==> src/rtl/fft_frame_sequencer_if.sv <==
// Sample-in and result-out handshake bundle for the FFT frame sequencer.
// master = the sequencer itself, slave = the surrounding source/consumer.
interface fft_frame_sequencer_if #(
  parameter int DATA_W = 8,
  parameter int OUT_W  = 8,
  parameter int IDX_W  = 3
);
  logic              s_valid;
  logic              s_ready;
  logic [DATA_W-1:0] s_data;
  logic              m_valid;
  logic              m_ready;
  logic [OUT_W-1:0]  m_data;
  logic [IDX_W-1:0]  m_index;
  logic              m_last;

  modport master (
    input  s_valid, s_data, m_ready,
    output s_ready, m_valid, m_data, m_index, m_last
  );

  modport slave (
    output s_valid, s_data, m_ready,
    input  s_ready, m_valid, m_data, m_index, m_last
  );
endinterface

==> src/rtl/fft_frame_sequencer.sv <==
// Frames serial samples for an 8-point pipelined FFT datapath, steps its stage
// enables, captures the results after the datapath latency and streams them out.
module fft_frame_sequencer #(
  parameter int DATA_W   = 8,
  parameter int OUT_W    = 8,
  parameter int N_POINTS = 8,
  parameter int STAGES   = 3,
  parameter int LAT      = 3,
  parameter int BITREV   = 0
) (
  input  logic                         clk,
  input  logic                         rst_n,
  fft_frame_sequencer_if.master        bus,
  output logic [N_POINTS*DATA_W-1:0]   dp_in,
  output logic [STAGES-1:0]            dp_stage_en,
  input  logic [N_POINTS*OUT_W-1:0]    dp_out,
  output logic                         busy,
  output logic [15:0]                  frame_cnt
);
  // state    | meaning
  // IDLE     | no frame in flight, waiting for the first sample
  // LOAD     | collecting samples into dp_in
  // RUN      | stepping the one-hot stage enables, one stage per cycle
  // WAIT     | waiting out the datapath latency (skipped when LAT = 0)
  // DRAIN    | streaming captured results to the consumer
  localparam logic [2:0] ST_IDLE  = 3'd0;
  localparam logic [2:0] ST_LOAD  = 3'd1;
  localparam logic [2:0] ST_RUN   = 3'd2;
  localparam logic [2:0] ST_WAIT  = 3'd3;
  localparam logic [2:0] ST_DRAIN = 3'd4;

  localparam int IDX_W  = $clog2(N_POINTS);
  localparam int TMR_W  = (LAT > 1) ? $clog2(LAT) : 1;
  localparam int LAT_M1 = (LAT > 0) ? LAT - 1 : 0;

  logic [2:0]       state;
  logic [IDX_W-1:0] wr_cnt;
  logic [IDX_W-1:0] rd_idx;
  logic [IDX_W-1:0] slot;
  logic [TMR_W-1:0] wait_tmr;
  logic [OUT_W-1:0] result [N_POINTS];
  logic             s_hs;
  logic             m_hs;
  logic             capture;

  function automatic logic [IDX_W-1:0] bit_rev(input logic [IDX_W-1:0] v);
    logic [IDX_W-1:0] r;
    r = '0;
    for (int b = 0; b < IDX_W; b++) r[b] = v[IDX_W-1-b];
    return r;
  endfunction

  always_comb begin
    bus.s_ready = (state == ST_IDLE) || (state == ST_LOAD);
    bus.m_valid = (state == ST_DRAIN);
    busy        = (state != ST_IDLE);
    slot        = (BITREV != 0) ? bit_rev(rd_idx) : rd_idx;
    bus.m_index = rd_idx;
    bus.m_data  = bus.m_valid ? result[slot] : '0;
    bus.m_last  = bus.m_valid && (rd_idx == IDX_W'(N_POINTS - 1));
    s_hs        = bus.s_valid & bus.s_ready;
    m_hs        = bus.m_valid & bus.m_ready;
  end

  // Results are latched at the end of the last RUN cycle (LAT = 0) or last WAIT cycle.
  always_comb begin
    capture = 1'b0;
    if (LAT == 0)
      capture = (state == ST_RUN) && dp_stage_en[STAGES-1];
    else
      capture = (state == ST_WAIT) && (wait_tmr == '0);
  end

  always_ff @(posedge clk or negedge rst_n) begin
    if (!rst_n) begin
      state       <= ST_IDLE;
      wr_cnt      <= '0;
      rd_idx      <= '0;
      wait_tmr    <= '0;
      dp_in       <= '0;
      dp_stage_en <= '0;
      frame_cnt   <= '0;
    end else begin
      case (state)
        ST_IDLE, ST_LOAD: begin
          if (s_hs) begin
            for (int k = 0; k < N_POINTS; k++)
              if (wr_cnt == IDX_W'(k)) dp_in[k*DATA_W +: DATA_W] <= bus.s_data;
            if (wr_cnt == IDX_W'(N_POINTS - 1)) begin
              wr_cnt      <= '0;
              state       <= ST_RUN;
              dp_stage_en <= STAGES'(1);
            end else begin
              wr_cnt <= wr_cnt + 1'b1;
              state  <= ST_LOAD;
            end
          end
        end
        ST_RUN: begin
          dp_stage_en <= dp_stage_en << 1;
          if (dp_stage_en[STAGES-1]) begin
            if (LAT == 0) begin
              state <= ST_DRAIN;
            end else begin
              state    <= ST_WAIT;
              wait_tmr <= TMR_W'(LAT_M1);
            end
          end
        end
        ST_WAIT: begin
          if (wait_tmr == '0) state <= ST_DRAIN;
          else                wait_tmr <= wait_tmr - 1'b1;
        end
        ST_DRAIN: begin
          if (m_hs) begin
            if (bus.m_last) begin
              rd_idx    <= '0;
              state     <= ST_IDLE;
              frame_cnt <= frame_cnt + 16'd1;
            end else begin
              rd_idx <= rd_idx + 1'b1;
            end
          end
        end
        default: state <= ST_IDLE;
      endcase
    end
  end

  always_ff @(posedge clk or negedge rst_n) begin
    if (!rst_n) begin
      for (int k = 0; k < N_POINTS; k++) result[k] <= '0;
    end else if (capture) begin
      for (int k = 0; k < N_POINTS; k++) result[k] <= dp_out[k*OUT_W +: OUT_W];
    end
  end
endmodule
==> src/flat_wrapper.sv <==
// flat-port wrapper written by rule: the top's interface ports become plain ports
module fft_frame_sequencer_flat 
#(
  parameter int DATA_W   = 8,
  parameter int OUT_W    = 8,
  parameter int N_POINTS = 8,
  parameter int STAGES   = 3,
  parameter int LAT      = 3,
  parameter int BITREV   = 0
)
  (clk, rst_n, dp_in, dp_stage_en, dp_out, busy, frame_cnt, bus_s_valid, bus_s_data, bus_m_ready, bus_s_ready, bus_m_valid, bus_m_data, bus_m_index, bus_m_last);
  fft_frame_sequencer_if #(.DATA_W(DATA_W), .OUT_W(OUT_W)) bus_i ();
  input  logic clk;
  input  logic rst_n;
  output logic [N_POINTS*DATA_W-1:0] dp_in;
  output logic [STAGES-1:0] dp_stage_en;
  input  logic [N_POINTS*OUT_W-1:0] dp_out;
  output logic busy;
  output logic [15:0] frame_cnt;
  input wire logic [$bits(bus_i.s_valid)-1:0] bus_s_valid;
  input wire logic [$bits(bus_i.s_data)-1:0] bus_s_data;
  input wire logic [$bits(bus_i.m_ready)-1:0] bus_m_ready;
  output wire logic [$bits(bus_i.s_ready)-1:0] bus_s_ready;
  output wire logic [$bits(bus_i.m_valid)-1:0] bus_m_valid;
  output wire logic [$bits(bus_i.m_data)-1:0] bus_m_data;
  output wire logic [$bits(bus_i.m_index)-1:0] bus_m_index;
  output wire logic [$bits(bus_i.m_last)-1:0] bus_m_last;
  assign bus_i.s_valid = bus_s_valid;
  assign bus_i.s_data = bus_s_data;
  assign bus_i.m_ready = bus_m_ready;
  assign bus_s_ready = bus_i.s_ready;
  assign bus_m_valid = bus_i.m_valid;
  assign bus_m_data = bus_i.m_data;
  assign bus_m_index = bus_i.m_index;
  assign bus_m_last = bus_i.m_last;
  fft_frame_sequencer #(.DATA_W(DATA_W), .OUT_W(OUT_W), .N_POINTS(N_POINTS), .STAGES(STAGES), .LAT(LAT), .BITREV(BITREV)) u_core (.clk(clk), .rst_n(rst_n), .bus(bus_i), .dp_in(dp_in), .dp_stage_en(dp_stage_en), .dp_out(dp_out), .busy(busy), .frame_cnt(frame_cnt));
endmodule
==> config.mk <==
export PLATFORM = sky130hd
export DESIGN_NAME = fft_frame_sequencer_flat
export DESIGN_NICKNAME = d
export VERILOG_FILES = /design/src/rtl/fft_frame_sequencer_if.sv /design/src/rtl/fft_frame_sequencer.sv /design/src/flat_wrapper.sv
export SDC_FILE = /design/constraint.sdc
export NUM_CORES = 1
export LEC_CHECK = 0
export ABC_AREA = 1
export BUFFER_PORTS_ARGS = -buffer_cell sky130_fd_sc_hd__buf_2
export CAP_MARGIN = 20
export CORE_MARGIN = 5
export CORE_UTILIZATION = 46
export CTS_CLUSTER_SIZE = 25
export DETAILED_ROUTE_END_ITERATION = 7
export GPL_ROUTABILITY_DRIVEN = 0
export PLACE_DENSITY = 0.72
export SLEW_MARGIN = 20
export SYNTH_ARGS = -nofsm -noshare
export SYNTH_HDL_FRONTEND = slang
export SYNTH_SLANG_ARGS = --single-unit
==> constraint.sdc <==
create_clock -name clk -period 2.2 [get_ports clk]
set_input_delay 0.44 -clock clk [delete_from_list [all_inputs] [get_ports clk]]
set_output_delay 0.44 -clock clk [all_outputs]
set_load 0.05 [all_outputs]
==> impl_results.md, run 1 <==
- Outcome: complete, but fails checks
- Failing checks: negative setup slack
- Required @ worst endpoint: 1760 ps
- Synthesized-area fraction occupied by and/or/nand/nor cells: 24.69%
- Cell taking the most area after synthesis: dfrtp_1
- Fin util: 59.32%
- Num CTS Buffers: 17
- Met1 Usage GRT: 27.81%
- Core Region: 15090 µm²
- Worst Path Arrival: 1810 ps
- Hold Crit Class: in -> reg
- Crit path from: u_core.bus.m_index[0]
- Final worst path period need: 2250 ps
- Number of diodes: 0
- I/O pins: 174
- Input/output buffers: 173
- Hold endpoint: u_core.result[56]
- Filler cell count in the final layout: 1385
- Worst flop-to-flop path startpoint: u_core.bus.m_index[0]
- GR peak layer: met2
- Seq cells post-synth: 158
- Gate Count Post-Synth: 836
- FP Rows: 45
- Post-Syn Nets: 922
- Vias: 6024
- Starting density of the core: 46.67%
- Final Cell Area: 8951 µm²
- Min-delay src: dp_out[0]
- Power consumption: 14.13 mW
- Setup Skew: 11.46 ps
- Place WS: 211.1 ps
- Initial antenna violation count: 2
- Avg Cell Area, Syn: 8.425 µm²
- Sequential area share after synthesis: 56.14%
- Drt wl/cell: 14.65 µm
- Crit path kind: reg -> out
- Total grt overflow: 0
- Synth async-reset ratio: 100.0%
- GRT Total Usage: 20.67%
- Cell area after synthesis: 7043 µm²
- Met2 GRT Util: 32.09%
- DP Wirelength: 12620 µm
- Vias/cell: 4.966
- Drt total wl: 17770 µm
- # H-tree levels: 4
- Largest cells by area after synthesis: dfrtp_1, nand2_1, o21ai_0
- Largest family of logic cells by synthesized area: simple AND/OR/NAND/NOR gates
- Post-synthesis compound-gate area fraction: 10.09%
- Post-synthesis xor/xnor area fraction: 0.6218%
- Die Area: 17890 µm²
- Pwr dens: 1578 nW/µm²
- Adder-Cell Fraction of Synth Area: 1.777%
- Clk buf depth: 2
- Nets@finish: 1098
- Startpoint types: flip-flop
- Initial DRC count: 454
- Final Setup Violations: 2
- Final Hold Viols: 0
- Die Y: 133.7 µm
- Commonest non-fill, non-tap cell in the layout: nand2_1
- Global-route wire length before repair: 29830 µm
- Largest net degree at the start of global routing: 56
- Clock Latency Late Sink: 430 ps
- Fraction of layout cells with a size suffix above 1: 25.85%
- YS warnings: 0
- Critical Path End Type: primary output
- Post-route clock period utilization: 102.3%
- Max Transition Viols Final: 0
- Reg-to-Reg End: u_core.frame_cnt[11]
- Drt drc: 0
- Reg2Reg Depth: 11
- Worst slew pin tran: 537.9 ps
- R2R Setup Slk: 260 ps
- TritonCTS Sinks: 158
- Most frequent cells in the layout: nand2_1, buf_2, dfrtp_1
- Area growth from synthesis to layout: 27.09%
- VDD IR-drop max: 1.264 mV
- Multi-input gate area: 2734 µm²
- Placed insts: 1174
- Die X-Extent: 133.7 µm
- Area share of the leading cell type in the synthesized netlist: 56.14%
- First-pass DRT Iterations: 5
- RSZ-0062 raised after global routing: true
- Static Leak: 4.698 nW
- Final Worst Setup Slack: -50.14 ps
- CTS tree: done
- GR Layer Usage met3: 7.440%
- Min-Delay Path Depth: 3
- Fmax achieved: 444.4 MHz
- Most used flip-flop cell after synthesis: dfrtp_1
- Dpl cell area: 8185 µm²
- Post-synthesis mux area share: 0%
- Worst-path fanout max: 8
- Cell variety after synth: 26
- Antenna-violating nets left: 0
- Max-Cap Viols: 0
- Sequential Area: 3956 µm²
- Clock root cell: clkbuf_16
- Number of global-route vias before repair: 5979
- Non-filler instance count after layout: 1213
- Clock slew at reported path FFs: 60 ps
- Worst relative slew slack: 64.04%
- Post-synth EDFFs: 0
-- state kept, by name, summed over array words and instances, names as in the netlist --
name,count
u_core.wr_cnt,3
u_core.result,64
u_core.dp_stage_en,3
u_core.wait_tmr,2
u_core.dp_in,64
u_core.state,3
u_core.bus.m_index,3
u_core.frame_cnt,16
-- final cells by class --
class / instances / area share (%)
Clock buffer: 19 / 4.948
Multi-Input combinational cell: 566 / 30.54
Timing Repair Buffer: 197 / 13.31
Tap cell: 188 / 2.628
Inverter: 72 / 3.075
Clock inverter: 13 / 1.300
Sequential cell: 158 / 44.20
-- power breakdown --
part           internal (mW)  switching, mW
clock                   1.52           1.27
combinational           1.80           4.65
sequential              4.17          0.720
-- worst max-delay path, cell delays in order (launching register included) --
cell and delay [ps]:
dfrtp_2 460, buf_8 160, buf_6 130, nor2_2 70
nor2_1 40, o21ai_1 70, o21ai_1 100, nor2_2 170
nor2_4 40, buf_6 140
-- worst max path at each step --
stage | to | cells after the start
after floorplan | bus_m_data[5] | 7
after global placement | bus_m_data[3] | 6
after detailed placement | u_core.frame_cnt[11] | 11
after CTS | bus_m_data[4] | 7
after global routing | bus_m_data[0] | 9
final | bus_m_data[0] | 9
-- metrics by stage --
step,hold WS (ps),setup TNS (ps)
after floorplan,144.4,0
after global placement,409.9,0
after detailed placement,411.0,0
after CTS,235.3,-101.8
after global routing,245.1,-651.3
final,245.1,-61.39
-- cell usage after synthesis, types with 2 or more instances --
cell type and n:
nand2_1 239, dfrtp_1 158, o21ai_0 103, nor2_1 80, nand3_1 74, inv_1 70, a21oi_1 26, clkbuf_1 26
ha_1 10, nand4_1 9, o211ai_1 8, buf_2 7, buf_6 5, xnor2_1 4, nand3_4 3, nand3b_1 3
nor2_4 2
-- routing by layer --
metal,routed length [µm],vias to the layer above
met5,21,-
met4,207,4
met3,1475,22
met2,8207,168
met1,7862,2798
li1,-,3032
-- cell families (layout without fill, tap and decap cells) --
| group | Yosys count | after routing |
|---|---|---|
| adder cells (fa/ha/maj) | 10 | 10 |
| AO/OA/AOI/OAI | 138 | 138 |
| XOR/XNOR | 5 | 5 |
| AND/OR/NAND/NOR | 413 | 413 |
| flip-flops | 158 | 158 |
| buffers and inverters | 112 | 301 |
-- repair_timing --
item	in CTS	in global routing
gates resized for setup	35	31
setup endpoints to repair	9	9
pin swaps	6	10
gates cloned	0	1
endpoints found under the hold margin	44	0
buffers inserted	2	3
hold buffers	1	0
No activity file was read; power rests on OpenSTA's default activity.
==> run 2: changes to the inputs <==
--- a/config.mk
+++ b/config.mk
@@ -6,7 +6,7 @@
 export NUM_CORES = 1
 export LEC_CHECK = 0
 export ABC_AREA = 1
-export BUFFER_PORTS_ARGS = -buffer_cell sky130_fd_sc_hd__buf_2
+export BUFFER_PORTS_ARGS = -buffer_cell sky130_fd_sc_hd__buf_4
 export CAP_MARGIN = 20
 export CORE_MARGIN = 5
 export CORE_UTILIZATION = 46
==> impl_results.md, run 2 (same netlist as run 1, synthesis figures left out) <==
- Clock root cell: clkbuf_16 (unchanged)
- Placed insts: 1177 (was 1174)
- CP bufs+invs: 3 (unchanged)
- Pwr dens: 1574 nW/µm² (was 1578 nW/µm²)
- Number of diodes: 0 (unchanged)
- Clk buf depth: 2 (unchanged)
- Post-route clock period utilization: 101.6% (was 102.3%)
- Vias/cell: 5.080 (was 4.966)
- Fraction of layout cells with a size suffix above 1: 28.09% (was 25.85%)
- Dpl cell area: 8621 µm² (was 8185 µm²)
- Antenna-violating nets left: 0 (unchanged)
- Setup Skew: 13.26 ps (was 11.46 ps)
- Global-route wire length before repair: 30440 µm (was 29830 µm)
- Final worst path period need: 2235 ps (was 2250 ps)
- Drt drc: 0 (unchanged)
- Hold Crit Class: in -> async (was in -> reg)
- Worst-path fanout max: 12 (was 8)
- Clock Latency Late Sink: 420 ps (was 430 ps)
- FP Rows: 45 (unchanged)
- Crit path kind: reg -> out (unchanged)
- # H-tree levels: 4 (unchanged)
- Core Region: 15090 µm² (unchanged)
- Die X-Extent: 133.7 µm (unchanged)
- Total grt overflow: 0 (unchanged)
- Non-filler instance count after layout: 1217 (was 1213)
- Max Transition Viols Final: 0 (unchanged)
- CTS tree: done (unchanged)
- Max stage delay cell, worst path: dfrtp_2 (unchanged)
- Input/output buffers: 173 (unchanged)
- Max-Cap Viols: 0 (unchanged)
- Fmax achieved: 447.5 MHz (was 444.4 MHz)
- Critical path's largest stage delay: 500 ps (was 460 ps)
- I/O pins: 174 (unchanged)
- Hold slack: -8.136 ps (was 245.1 ps)
- VDD IR-drop max: 1.079 mV (was 1.264 mV)
- Final Setup Violations: 8 (was 2)
- Filler cell count in the final layout: 1306 (was 1385)
- Clock slew at reported path FFs: 60 ps (about the same)
- Num CTS Buffers: 17 (unchanged)
- Commonest non-fill, non-tap cell in the layout: nand2_1 (unchanged)
- Initial DRC count: 449 (was 454)
- Startpoint types: flip-flop (unchanged)
- Required @ worst endpoint: 1760 ps (about the same)
- Initial antenna violation count: 0 (was 2)
- Worst relative slew slack: 62.43% (was 64.04%)
- Drt wl/cell: 15.62 µm (was 14.65 µm)
- Final Worst Setup Slack: -34.70 ps (was -50.14 ps)
- Static Leak: 4.858 nW (was 4.698 nW)
- Final Cell Area: 9507 µm² (was 8951 µm²)
- Die Y: 133.7 µm (unchanged)
- Final Hold Viols: 10 (was 0)
- Failing checks: negative hold slack, negative setup slack (was negative setup slack)
- Crit-path cells: inv_4 > clkbuf_16 > o21ai_0 > o21ai_1 > nor2_2 > nor2_4 > buf_8 (was buf_8 > buf_6 > nor2_2 > nor2_1 > o21ai_1 > o21ai_1 > nor2_2 > nor2_4 > buf_6)
- Area growth from synthesis to layout: 34.98% (was 27.09%)
- Worst slew pin tran: 561.9 ps (was 537.9 ps)
- Vias: 6182 (was 6024)
- Number of global-route vias before repair: 6074 (was 5979)
- First-pass DRT Iterations: 7 (was 5)
- Starting density of the core: 46.67% (unchanged)
- Worst Path Arrival: 1790 ps (was 1810 ps)
- Die Area: 17890 µm² (unchanged)
- RSZ-0062 raised after global routing: true (unchanged)
- Drt total wl: 19000 µm (was 17770 µm)
- Biggest regs: u_core.dp_in: 64 flops, u_core.result: 64 flops, u_core.frame_cnt: 16 flops (unchanged)
- Largest net degree at the start of global routing: 58 (was 56)
- GRT Total Usage: 21.32% (was 20.67%)
- Top delay family on crit path: flip-flops (unchanged)
- Critical Path End Type: primary output (unchanged)
- Outcome: complete, but fails checks (unchanged)
- CTS Hold Bufs: 0 (was 1)
- Nets@finish: 1102 (was 1098)
- TritonCTS Sinks: 158 (unchanged)
- Most frequent cells in the layout: nand2_1, buf_4, dfrtp_1 (was nand2_1, buf_2, dfrtp_1)
- DP Wirelength: 13300 µm (was 12620 µm)
==> run 2: cell types whose count changed in the layout (fill, tap and decap cells not counted), moves of 3 or more <==
cell       before  now
nand2_2         7   11
buf_4          15  179
nor2_4         13   10
nand2_1       233  229
nor2_2          7   15
nor2_1         63   58
o21ai_2         0    8
clkbuf_16      17   20
buf_2         163    0
o21ai_0        92   84
==> run 2: worst paths after layout <==
check / from / end / slack, ps / depth (start not counted)
worst max-delay path: u_core.bus.m_index[0] / bus_m_data[0] / -30 / 7
worst min-delay path: rst_n / u_core.dp_in[29] / -8 / 1
worst max register to register: u_core.bus.m_index[0] / u_core.frame_cnt[11] / 260 / 11
worst min register to register: u_core.result[24] / u_core.result[24] / 480 / 2
max in group asynchronous: rst_n / u_core.state[2] / 1620 / 2
min in group clk: dp_out[21] / u_core.result[45] / 240 / 3
==> run 2: worst register-to-register path, stage by stage (launching register included) <==
cell and delay (ps):
dfrtp_2 500, buf_6 140, ha_1 140, ha_2 190, nand2_1 90, inv_1 60, nand3_1 160, nor2_1 150
buf_4 200, nand3_1 80, nand2_1 80, nand2_1 50
==> run 2: final cells by class <==
cell class                 count  area, µm²  share of cell area, %
sequential                   158       3956                  41.62
tap                          188      235.2                  2.474
multi-input combinational    566       2776                  29.21
timing repair buffer         201       1687                  17.74
clock buffer                  17      425.4                  4.475
clock inverter                15      148.9                  1.566
inverter                      72      277.8                  2.922
==> run 2: repair_timing <==
| item | CTS | global route |
|---|---|---|
| gates cloned | 1 | 4 |
| gates resized for setup | 40 | 45 |
| pin swaps | 7 | 18 |
| setup endpoints to repair | 8 | 9 |
| buffers inserted | 3 | 1 |
==> run 2: through the flow <==
| step | power, mW | utilization [%] | TNS (ps) | worst slack [ps] |
|---|---|---|---|---|
| 3_3_place_gp | 11.37 | 57.13 | 0 | 328.1 |
| 4_1_cts | 14.71 | 61.93 | -30.32 | -9.383 |
| 2_1_floorplan | 9.448 | - | 0 | 28.15 |
| 6_report | 14.97 | 63.00 | -156.8 | -34.70 |
| 5_1_grt | 15.90 | 63.00 | -882.3 | -113.9 |
| 3_5_place_dp | 11.53 | 57.13 | 0 | 218.3 |
==> run 2: per-layer routing <==
metal	wire [µm]	track usage (%)	vias up
li1	-	-	3050
met1	8335	27.82	2940
met2	8902	33.55	167
met3	1484	7.893	25
met4	282	6.057	0
met5	0	0	-
==> run 2: power breakdown <==
part           internal [mW]  switching [mW]  leakage, nW  total (mW)
Clock                   1.59            1.27        0.271        2.86
Sequential              4.18           0.812         1.94        4.99
Combinational           2.34            4.78         2.65        7.11
